--- src/rtl/systolic_drain.sv ---
`default_nettype none
// +------------------------------------------------------------------+
// | systolic_drain: deskews the array's bottom-row psums into 128-bit |
// | rows, buffers them in a FIFO and hands them out over valid/ready. |
// | Rev 1.0                                                           |
// +------------------------------------------------------------------+
module systolic_drain #(
  parameter int DEPTH  = 8,
  parameter int ROWS_W = 16
) (
  input  logic              clk,
  input  logic              rst,
  input  logic [31:0]       sys_data_out_41,
  input  logic [31:0]       sys_data_out_42,
  input  logic [31:0]       sys_data_out_43,
  input  logic [31:0]       sys_data_out_44,
  input  logic              sys_valid_out_41,
  input  logic              sys_valid_out_42,
  input  logic              sys_valid_out_43,
  input  logic              sys_valid_out_44,
  input  logic              drain_start,
  input  logic [ROWS_W-1:0] drain_rows,
  output logic [127:0]      out_data,
  output logic              out_valid,
  output logic              out_last,
  input  logic              out_ready,
  output logic              busy,
  output logic              done,
  output logic              overflow,
  output logic              skew_err
);

  localparam int AW = (DEPTH > 1) ? $clog2(DEPTH) : 1;
  localparam int CW = AW + 1;
  localparam logic [CW-1:0] FULL_CNT = CW'(DEPTH);

  typedef enum logic [1:0] {
    ST_IDLE    = 2'd0,
    ST_COLLECT = 2'd1,
    ST_FLUSH   = 2'd2
  } state_t;

  state_t            state_q, state_d;
  logic [ROWS_W-1:0] rows_target_q, rows_target_d;
  logic [ROWS_W-1:0] row_cnt_q, row_cnt_d;
  logic              overflow_q, overflow_d;
  logic              skew_err_q, skew_err_d;
  logic              done_q, done_d;

  // Column k is delayed (4-k) stages; column 4 is used straight off the port.
  logic [2:0][31:0]  c1_dat_q, c1_dat_d;
  logic [2:0]        c1_vld_q, c1_vld_d;
  logic [1:0][31:0]  c2_dat_q, c2_dat_d;
  logic [1:0]        c2_vld_q, c2_vld_d;
  logic [31:0]       c3_dat_q, c3_dat_d;
  logic              c3_vld_q, c3_vld_d;

  logic [DEPTH-1:0][128:0] mem_q, mem_d;
  logic [AW-1:0]     wr_ptr_q, wr_ptr_d;
  logic [AW-1:0]     rd_ptr_q, rd_ptr_d;
  logic [CW-1:0]     count_q, count_d;

  logic [3:0]        aligned_vld;
  logic [127:0]      aligned_dat;
  logic              accepting;
  logic              row_form;
  logic              row_skew;
  logic              row_last;
  logic              pop;
  logic              push;
  logic              drop;

  always_comb begin
    c1_dat_d = {c1_dat_q[1:0], sys_data_out_41};
    c1_vld_d = {c1_vld_q[1:0], sys_valid_out_41};
    c2_dat_d = {c2_dat_q[0], sys_data_out_42};
    c2_vld_d = {c2_vld_q[0], sys_valid_out_42};
    c3_dat_d = sys_data_out_43;
    c3_vld_d = sys_valid_out_43;
  end

  assign aligned_vld = {sys_valid_out_44, c3_vld_q, c2_vld_q[1], c1_vld_q[2]};
  assign aligned_dat = {sys_data_out_44, c3_dat_q, c2_dat_q[1], c1_dat_q[2]};

  // Once the target count is reached no further rows are taken, even in the
  // single COLLECT cycle before the FSM moves on.
  assign accepting = (state_q == ST_COLLECT) && (row_cnt_q != rows_target_q);
  assign row_form  = accepting && (&aligned_vld);
  assign row_skew  = accepting && (|aligned_vld) && !(&aligned_vld);
  assign row_last  = ((row_cnt_q + ROWS_W'(1)) == rows_target_q);

  assign out_valid = (count_q != '0);
  assign pop       = out_valid && out_ready;
  assign push      = row_form && ((count_q < FULL_CNT) || pop);
  assign drop      = row_form && !push;

  assign out_data  = out_valid ? mem_q[rd_ptr_q][127:0] : 128'd0;
  assign out_last  = out_valid ? mem_q[rd_ptr_q][128]   : 1'b0;

  always_comb begin
    mem_d    = mem_q;
    wr_ptr_d = wr_ptr_q;
    rd_ptr_d = rd_ptr_q;
    count_d  = count_q;
    if (push) begin
      mem_d[wr_ptr_q] = {row_last, aligned_dat};
      wr_ptr_d        = wr_ptr_q + AW'(1);
    end
    if (pop) begin
      rd_ptr_d = rd_ptr_q + AW'(1);
    end
    case ({push, pop})
      2'b10:   count_d = count_q + CW'(1);
      2'b01:   count_d = count_q - CW'(1);
      default: count_d = count_q;
    endcase
  end

  always_comb begin
    state_d       = state_q;
    rows_target_d = rows_target_q;
    row_cnt_d     = row_cnt_q;
    overflow_d    = overflow_q | drop;
    skew_err_d    = skew_err_q | row_skew;
    done_d        = 1'b0;
    if (row_form) begin
      row_cnt_d = row_cnt_q + ROWS_W'(1);
    end
    case (state_q)
      ST_IDLE: begin
        if (drain_start) begin
          rows_target_d = drain_rows;
          row_cnt_d     = '0;
          overflow_d    = 1'b0;
          skew_err_d    = 1'b0;
          state_d       = (drain_rows == '0) ? ST_FLUSH : ST_COLLECT;
        end
      end
      ST_COLLECT: begin
        if (row_cnt_q == rows_target_q) begin
          state_d = ST_FLUSH;
        end
      end
      ST_FLUSH: begin
        if (count_q == '0) begin
          state_d = ST_IDLE;
          done_d  = 1'b1;
        end
      end
      default: state_d = ST_IDLE;
    endcase
  end

  always_ff @(posedge clk or posedge rst) begin
    if (rst) begin
      state_q       <= ST_IDLE;
      rows_target_q <= '0;
      row_cnt_q     <= '0;
      overflow_q    <= 1'b0;
      skew_err_q    <= 1'b0;
      done_q        <= 1'b0;
      c1_dat_q      <= '0;
      c1_vld_q      <= '0;
      c2_dat_q      <= '0;
      c2_vld_q      <= '0;
      c3_dat_q      <= '0;
      c3_vld_q      <= 1'b0;
      mem_q         <= '0;
      wr_ptr_q      <= '0;
      rd_ptr_q      <= '0;
      count_q       <= '0;
    end else begin
      state_q       <= state_d;
      rows_target_q <= rows_target_d;
      row_cnt_q     <= row_cnt_d;
      overflow_q    <= overflow_d;
      skew_err_q    <= skew_err_d;
      done_q        <= done_d;
      c1_dat_q      <= c1_dat_d;
      c1_vld_q      <= c1_vld_d;
      c2_dat_q      <= c2_dat_d;
      c2_vld_q      <= c2_vld_d;
      c3_dat_q      <= c3_dat_d;
      c3_vld_q      <= c3_vld_d;
      mem_q         <= mem_d;
      wr_ptr_q      <= wr_ptr_d;
      rd_ptr_q      <= rd_ptr_d;
      count_q       <= count_d;
    end
  end

  assign busy     = (state_q != ST_IDLE);
  assign done     = done_q;
  assign overflow = overflow_q;
  assign skew_err = skew_err_q;

endmodule
`default_nettype wire

--- config.mk ---
export PLATFORM = sky130hd
export DESIGN_NAME = systolic_drain
export DESIGN_NICKNAME = d
export VERILOG_FILES = /design/src/rtl/systolic_drain.sv
export SDC_FILE = /design/constraint.sdc
export NUM_CORES = 2
export LEC_CHECK = 0
export BUFFER_PORTS_ARGS = -buffer_cell sky130_fd_sc_hd__buf_2
export CORE_MARGIN = 8
export CORE_UTILIZATION = 35
export CTS_CLUSTER_SIZE = 16
export DETAILED_ROUTE_END_ITERATION = 12
export GPL_TIMING_DRIVEN = 0
export SLEW_MARGIN = 20
export SYNTH_ARGS = -nofsm -noshare
export SYNTH_HDL_FRONTEND = slang
export SYNTH_SLANG_ARGS = --single-unit
--- constraint.sdc ---
create_clock -name clk -period 57.7 [get_ports clk]
set_input_delay 5.77 -clock clk [delete_from_list [all_inputs] [get_ports clk]]
set_output_delay 5.77 -clock clk [all_outputs]
set_load 0.02 [all_outputs]
Word level (Yosys, flattened, before mapping)
Index checks and enable logic that the tools add are counted.
Word-level totals
  register bits: 1277
  output and inout port bits: 134
Cells by class
  order comparisons: 4
  reduce and logical (&&, ||, !) cells: 21
  bitwise operators: 2
  $add $sub $neg: 5
  mux-type cells: 22
  equal/unequal tests: 10
Operators by type and width (count)
  bitwise mux 1032 bit: 1
  binary-select mux 129 bit (select 3 bit): 1
  demux 129 bit (select 3 bit): 1
  two-way mux 129 bit: 2
  two-way mux 128 bit: 1
  two-way mux 16 bit: 3
  == test 16 bit: 2
  adder 16 x 1 -> 16 bit (second input constant): 1
  logical NOT 16 bit: 1
  != test 16 bit: 1
  logical AND 1 bit: 8
  < comparator 3 x 4 -> 1 bit (second input constant): 2
  two-way mux 2 bit: 4
  case mux 4 bit (2 select lines): 1
  two-way mux 1 bit: 7
  adder 3 x 1 -> 3 bit (second input constant): 2
  case mux 2 bit (3 select lines): 1
  adder 4 x 1 -> 4 bit (second input constant): 1
  == test 2 x 1 -> 1 bit (second input constant): 2
  == test 2 bit (second input constant): 2
  logical NOT 4 bit: 1
  < comparator 4 bit (second input constant): 1
  != test 2 bit (second input constant): 2
  AND reduction 4 bit: 1
  12 further kinds: 15

Depth between registers and ports, before layout
  depth in word-level cells: 9
  depth in mapped cells: 16

Least setup slack after synthesis
Ideal clock, no wire load.
  path kind: register -> output
  start: register rd_ptr_q[0]
  end: output out_data[108]
  slack: 49.737 ns
  data required time: 51.930 ns
  arrival time: 2.193 ns
  cell stages (with the launch flop): 7
  cell sequence: dfrtp_1 clkbuf_1 buf_1 buf_2 mux4_2 mux2i_1 nor2_1
Between the ends
  word-level cells in the longest chain between the ends: 3
RTL lines
  start, declared: RTL line 60  | logic [AW-1:0] rd_ptr_q, rd_ptr_d;
  start signal, assigned: RTL line 187  | rd_ptr_q <= rd_ptr_d;
  binary-select mux 129 bit (select 3 bit): RTL line 97  | assign out_data = out_valid ? mem_q[rd_ptr_q][127:0] : 128'd0;
  two-way mux 129 bit
  two-way mux 128 bit: RTL line 97
  end, declared: RTL line 23  | output logic [127:0] out_data,
Every way passes these cells. The select of a mux whose other input is x is not followed.

Worst setup path after layout
  start: register rd_ptr_q[0]
  end: output out_data[47]
Same word-level chain as after synthesis.

==> impl_metrics.tcl <==
set metrics [dict create \
    hold_violations 0 \
    ys_warn_count 0 \
    routed_via_density 4.96 \
    ant_nets 0 \
    cts_tree "built" \
    worstSetupPathType "register to primary output" \
    drt_iter0_drc 2313 \
    syn_area_mm2 0.0551 \
    die_height_um 413 \
    path_cells "clkbuf_1 > clkbuf_2 > buf_1 > mux4_2 > mux2i_1 > nor2_1 > buf_2" \
    p_seq_share_pct 40.3 \
    switching_share_pct 30.0 \
    core-area_mm2 0.156 \
    finalCritPeriodShare_pct 17.4 \
    clock_sinks 1277 \
    maxCapViolCount 0 \
    grt_pass1_wl_um 226000 \
    cp-end-kind "primary output" \
    post_drt_wl_per_cell_um 21.8 \
    max_freq_mhz 99.5 \
    num_vias 33363 \
    synthDistinctLibCells 56 \
    initial_core_util_pct 35.3 \
    cell_internal_pwr_mw 1.89 \
    finalSetupViolations 0 \
    p_leak_nw 32.2 \
    clock_path_buffers 3 \
    p_sw_mw 0.809 \
    worstPathMaxFanout 10 \
    drc_errors 0 \
    layout.cells.non_filler 6731 \
    power_density_mw_per_mm2 41.7 \
    slowest_delay_ns 0.80 \
    synth-main-ff-cell "dfrtp_1" \
    critPathBufInv 4 \
    dp_hpwl_um 96400 \
    async_reset_ff_share_pct 100 \
    synth-seq-cells 1277 \
    synth-edff-count 0 \
    drt-total-wl_um 147000 \
    ios 286 \
    io_buffers 285 \
    cts-buffers-inserted 143 \
    grt_pass1_vias 35584 \
    detail_route.first_pass.iterations 6 \
    cts_resized 0 \
    rsz0062_at_grt "false" \
    yosysSeqAreaShare_pct 58.0 \
    worst_pin_slew_ns 1.05 \
    drv_slew 0 \
    ir_drop_uv 28.8 \
    finClkSkew_ns 0.0373 \
    synth.avg_cell_area_um2 13.4 \
    h-tree-depth 4 \
    gp_congestion 0.826 \
    max_slew_margin_pct 30.2 \
    clkSlewWorstSetupHoldPaths_ns 0.06 \
    finish.utilization_pct 41.4 \
    cts_root_buffer "clkbuf_16" \
    clkLatencyLatePin_ns 0.80 \
    rows 145 \
    dpl.cell_count 6461 \
    overflow 0 \
    clockPowerShare_pct 35.8 \
    hold_class "register to register" \
    die_width_um 413 \
    crit_required_ns 51.93 \
    status "finished clean" \
    postCtsHoldBufs 0 \
    drive_above_1_share_pct 33.8 \
    grt_max_degree 106 \
    cp.arrival_ns 4.28 \
    setup_tns_ns 0 \
    crit_path_start_kind "register" \
    min_period_ns 10.05 \
    nets 4706 \
    die_area_mm2 0.170 \
    synthCells 4098 \
    synthesis.nets 4256 \
    pwr-share-comb_pct 24.0 \
    post_cts_buffers 0 \
    cp_top_family "buffers and inverters" \
    antenna_found_initial 33 \
    grtUsageTotal_pct 17.3 \
    syn_to_final_growth_pct 17.5 \
    slowest_stage "buf_1" \
]
## Yosys cell counts, types with 2 or more instances
cell	number	share of area, %
nor2b_1	2	0.023
buf_2	65	0.59
xnor2_1	24	0.38
or3_1	6	0.068
a31oi_1	2	0.023
buf_1	42	0.29
o22ai_1	2	0.023
nand3_1	6	0.055
nor2_1	160	1.1
dfrtp_1	1277	58
mux2_1	9	0.18
mux2i_1	137	2.5
or2_2	2	0.023
mux4_2	258	11
o21ai_0	8	0.073
mux2_2	440	9.0
and3_1	2	0.023
buf_6	38	0.78
a311oi_1	2	0.032
or4_1	3	0.041
and4_1	3	0.048
mux2_4	209	5.7
o21ai_1	3	0.027
a21oi_1	8	0.073
nand4_1	5	0.057
nor3_1	10	0.091
buf_12	11	0.40
and2_1	3	0.034
inv_1	16	0.11
nand2_1	1177	8.0
nor4_1	16	0.18
or4b_2	2	0.036
clkbuf_1	102	0.70
nand2b_1	3	0.034
o211ai_1	2	0.027
ha_1	6	0.14
xor2_1	18	0.29
## sequential cells by signal, summed over array words and instances (netlist names)
register / count
rows_target_q: 16
c2_vld_q: 2
c2_dat_d: 32
c3_vld_q: 1
row_cnt_q: 16
aligned_dat: 64
rd_ptr_q: 3
count_q: 4
state_q: 2
mem_q: 1032
done: 1
skew_err: 1
c3_dat_q: 32
c1_dat_d: 64
c1_vld_q: 3
overflow: 1
wr_ptr_q: 3
## worst register-to-register path, delay by kind of cell (launching register included)
family / cells / cell delay (ns)
fa+ha+maj: 2 / 0.38
flops: 1 / 0.47
compound gates: 1 / 0.15
simple gates: 6 / 1.31
xor+xnor: 4 / 0.69
buf+inv: 2 / 0.47
## metal layers
metal	wire, um	vias up	part of all wire, %	global-route usage [%]
li1	-	14941	-	-
met4	4450	10	3.0	5.72
met1	64700	17400	44	23.6
met3	8010	230	5.5	3.53
met5	67	-	0.046	0
met2	69400	782	47	27.6
## power groups by stage
stage	clock network, mW	logic, mW	registers [mW]
finish	0.964	0.646	1.08
floorplan	0	0.468	1.08
detailed placement	0	0.660	1.10
CTS	0.991	0.662	1.08
global route	1.03	0.697	1.10
global placement	0	0.645	1.10
## path summary, 6_finish.rpt
path	from	end	slack [ns]	depth (start not counted)
setup / recovery	rd_ptr_q[0]	out_data[47]	47.65	7
hold / removal	c1_dat_d[73]	aligned_dat[9]	0.31	0
setup reg to reg	row_cnt_q[7]	count_q[2]	54.13	15
min in group asynchronous	rst	c1_dat_d[68]	4.91	2
hold reg to reg	c1_dat_d[73]	aligned_dat[9]	0.31	0
max in group asynchronous	rst	mem_q[719]	49.76	8
## cell families (layout without fill, tap and decap cells)
family	after synthesis	after routing	share of synthesized area [%]
and+or+nand+nor	1409	1409	9.99
DFF	1277	1277	58.0
muxes	1053	1053	27.9
buffers and inverters	276	840	2.88
xor gates and xnor gates	42	42	0.668
AOI/OAI and AO/OA	35	35	0.407
adders and majority gates	6	6	0.136
other	0	11	0
## area by class of cell
type	count	area, um2
clock inverters	56	998
diodes	11	27.5
multi-input cells	2545	21600
fillers	14469	91500
clock buffers	203	4050
inverters	16	67.6
plain buffers	260	1540
well taps	2058	2570
repair buffers	305	1930
flip-flops and latches	1277	32000
## layout by cell type (no fill, tap or decap), drive strengths merged, types with 3 or more instances in the layout
cell      Yosys  layout
inv          16      21
xnor2        24      24
mux4        258     258
bufinv        0      16
clkinvlp      0       7
mux2        658     658
buf         157     461
nand2      1177    1177
nor4         16      16
o21ai        11      11
clkinv        0      28
or3           6       6
xor2         18      18
mux2i       137     137
a21oi         8       8
dfrtp      1277    1277
and4          3       3
nor3         11      11
and2          4       4
or4           4       4
diode         0      11
ha            6       6
nand3         6       6
nor2        161     161
nand2b        3       3
nand4         5       5
clkbuf      103     307
## stage by stage
step | power (mW) | hold WS, ns | area, um2 | setup slack, ns
after global placement | 1.75 | 0.333 | 59100 | 1.24
after detailed placement | 1.76 | 0.335 | 59600 | 48.38
after global routing | 2.82 | 0.323 | 64700 | 47.40
after CTS | 2.74 | 0.316 | 64700 | 47.47
final | 2.70 | 0.314 | 64700 | 47.65
after floorplan | 1.55 | 0.331 | 55100 | 15.94
Note: power is estimated with default switching activity, not from simulation.
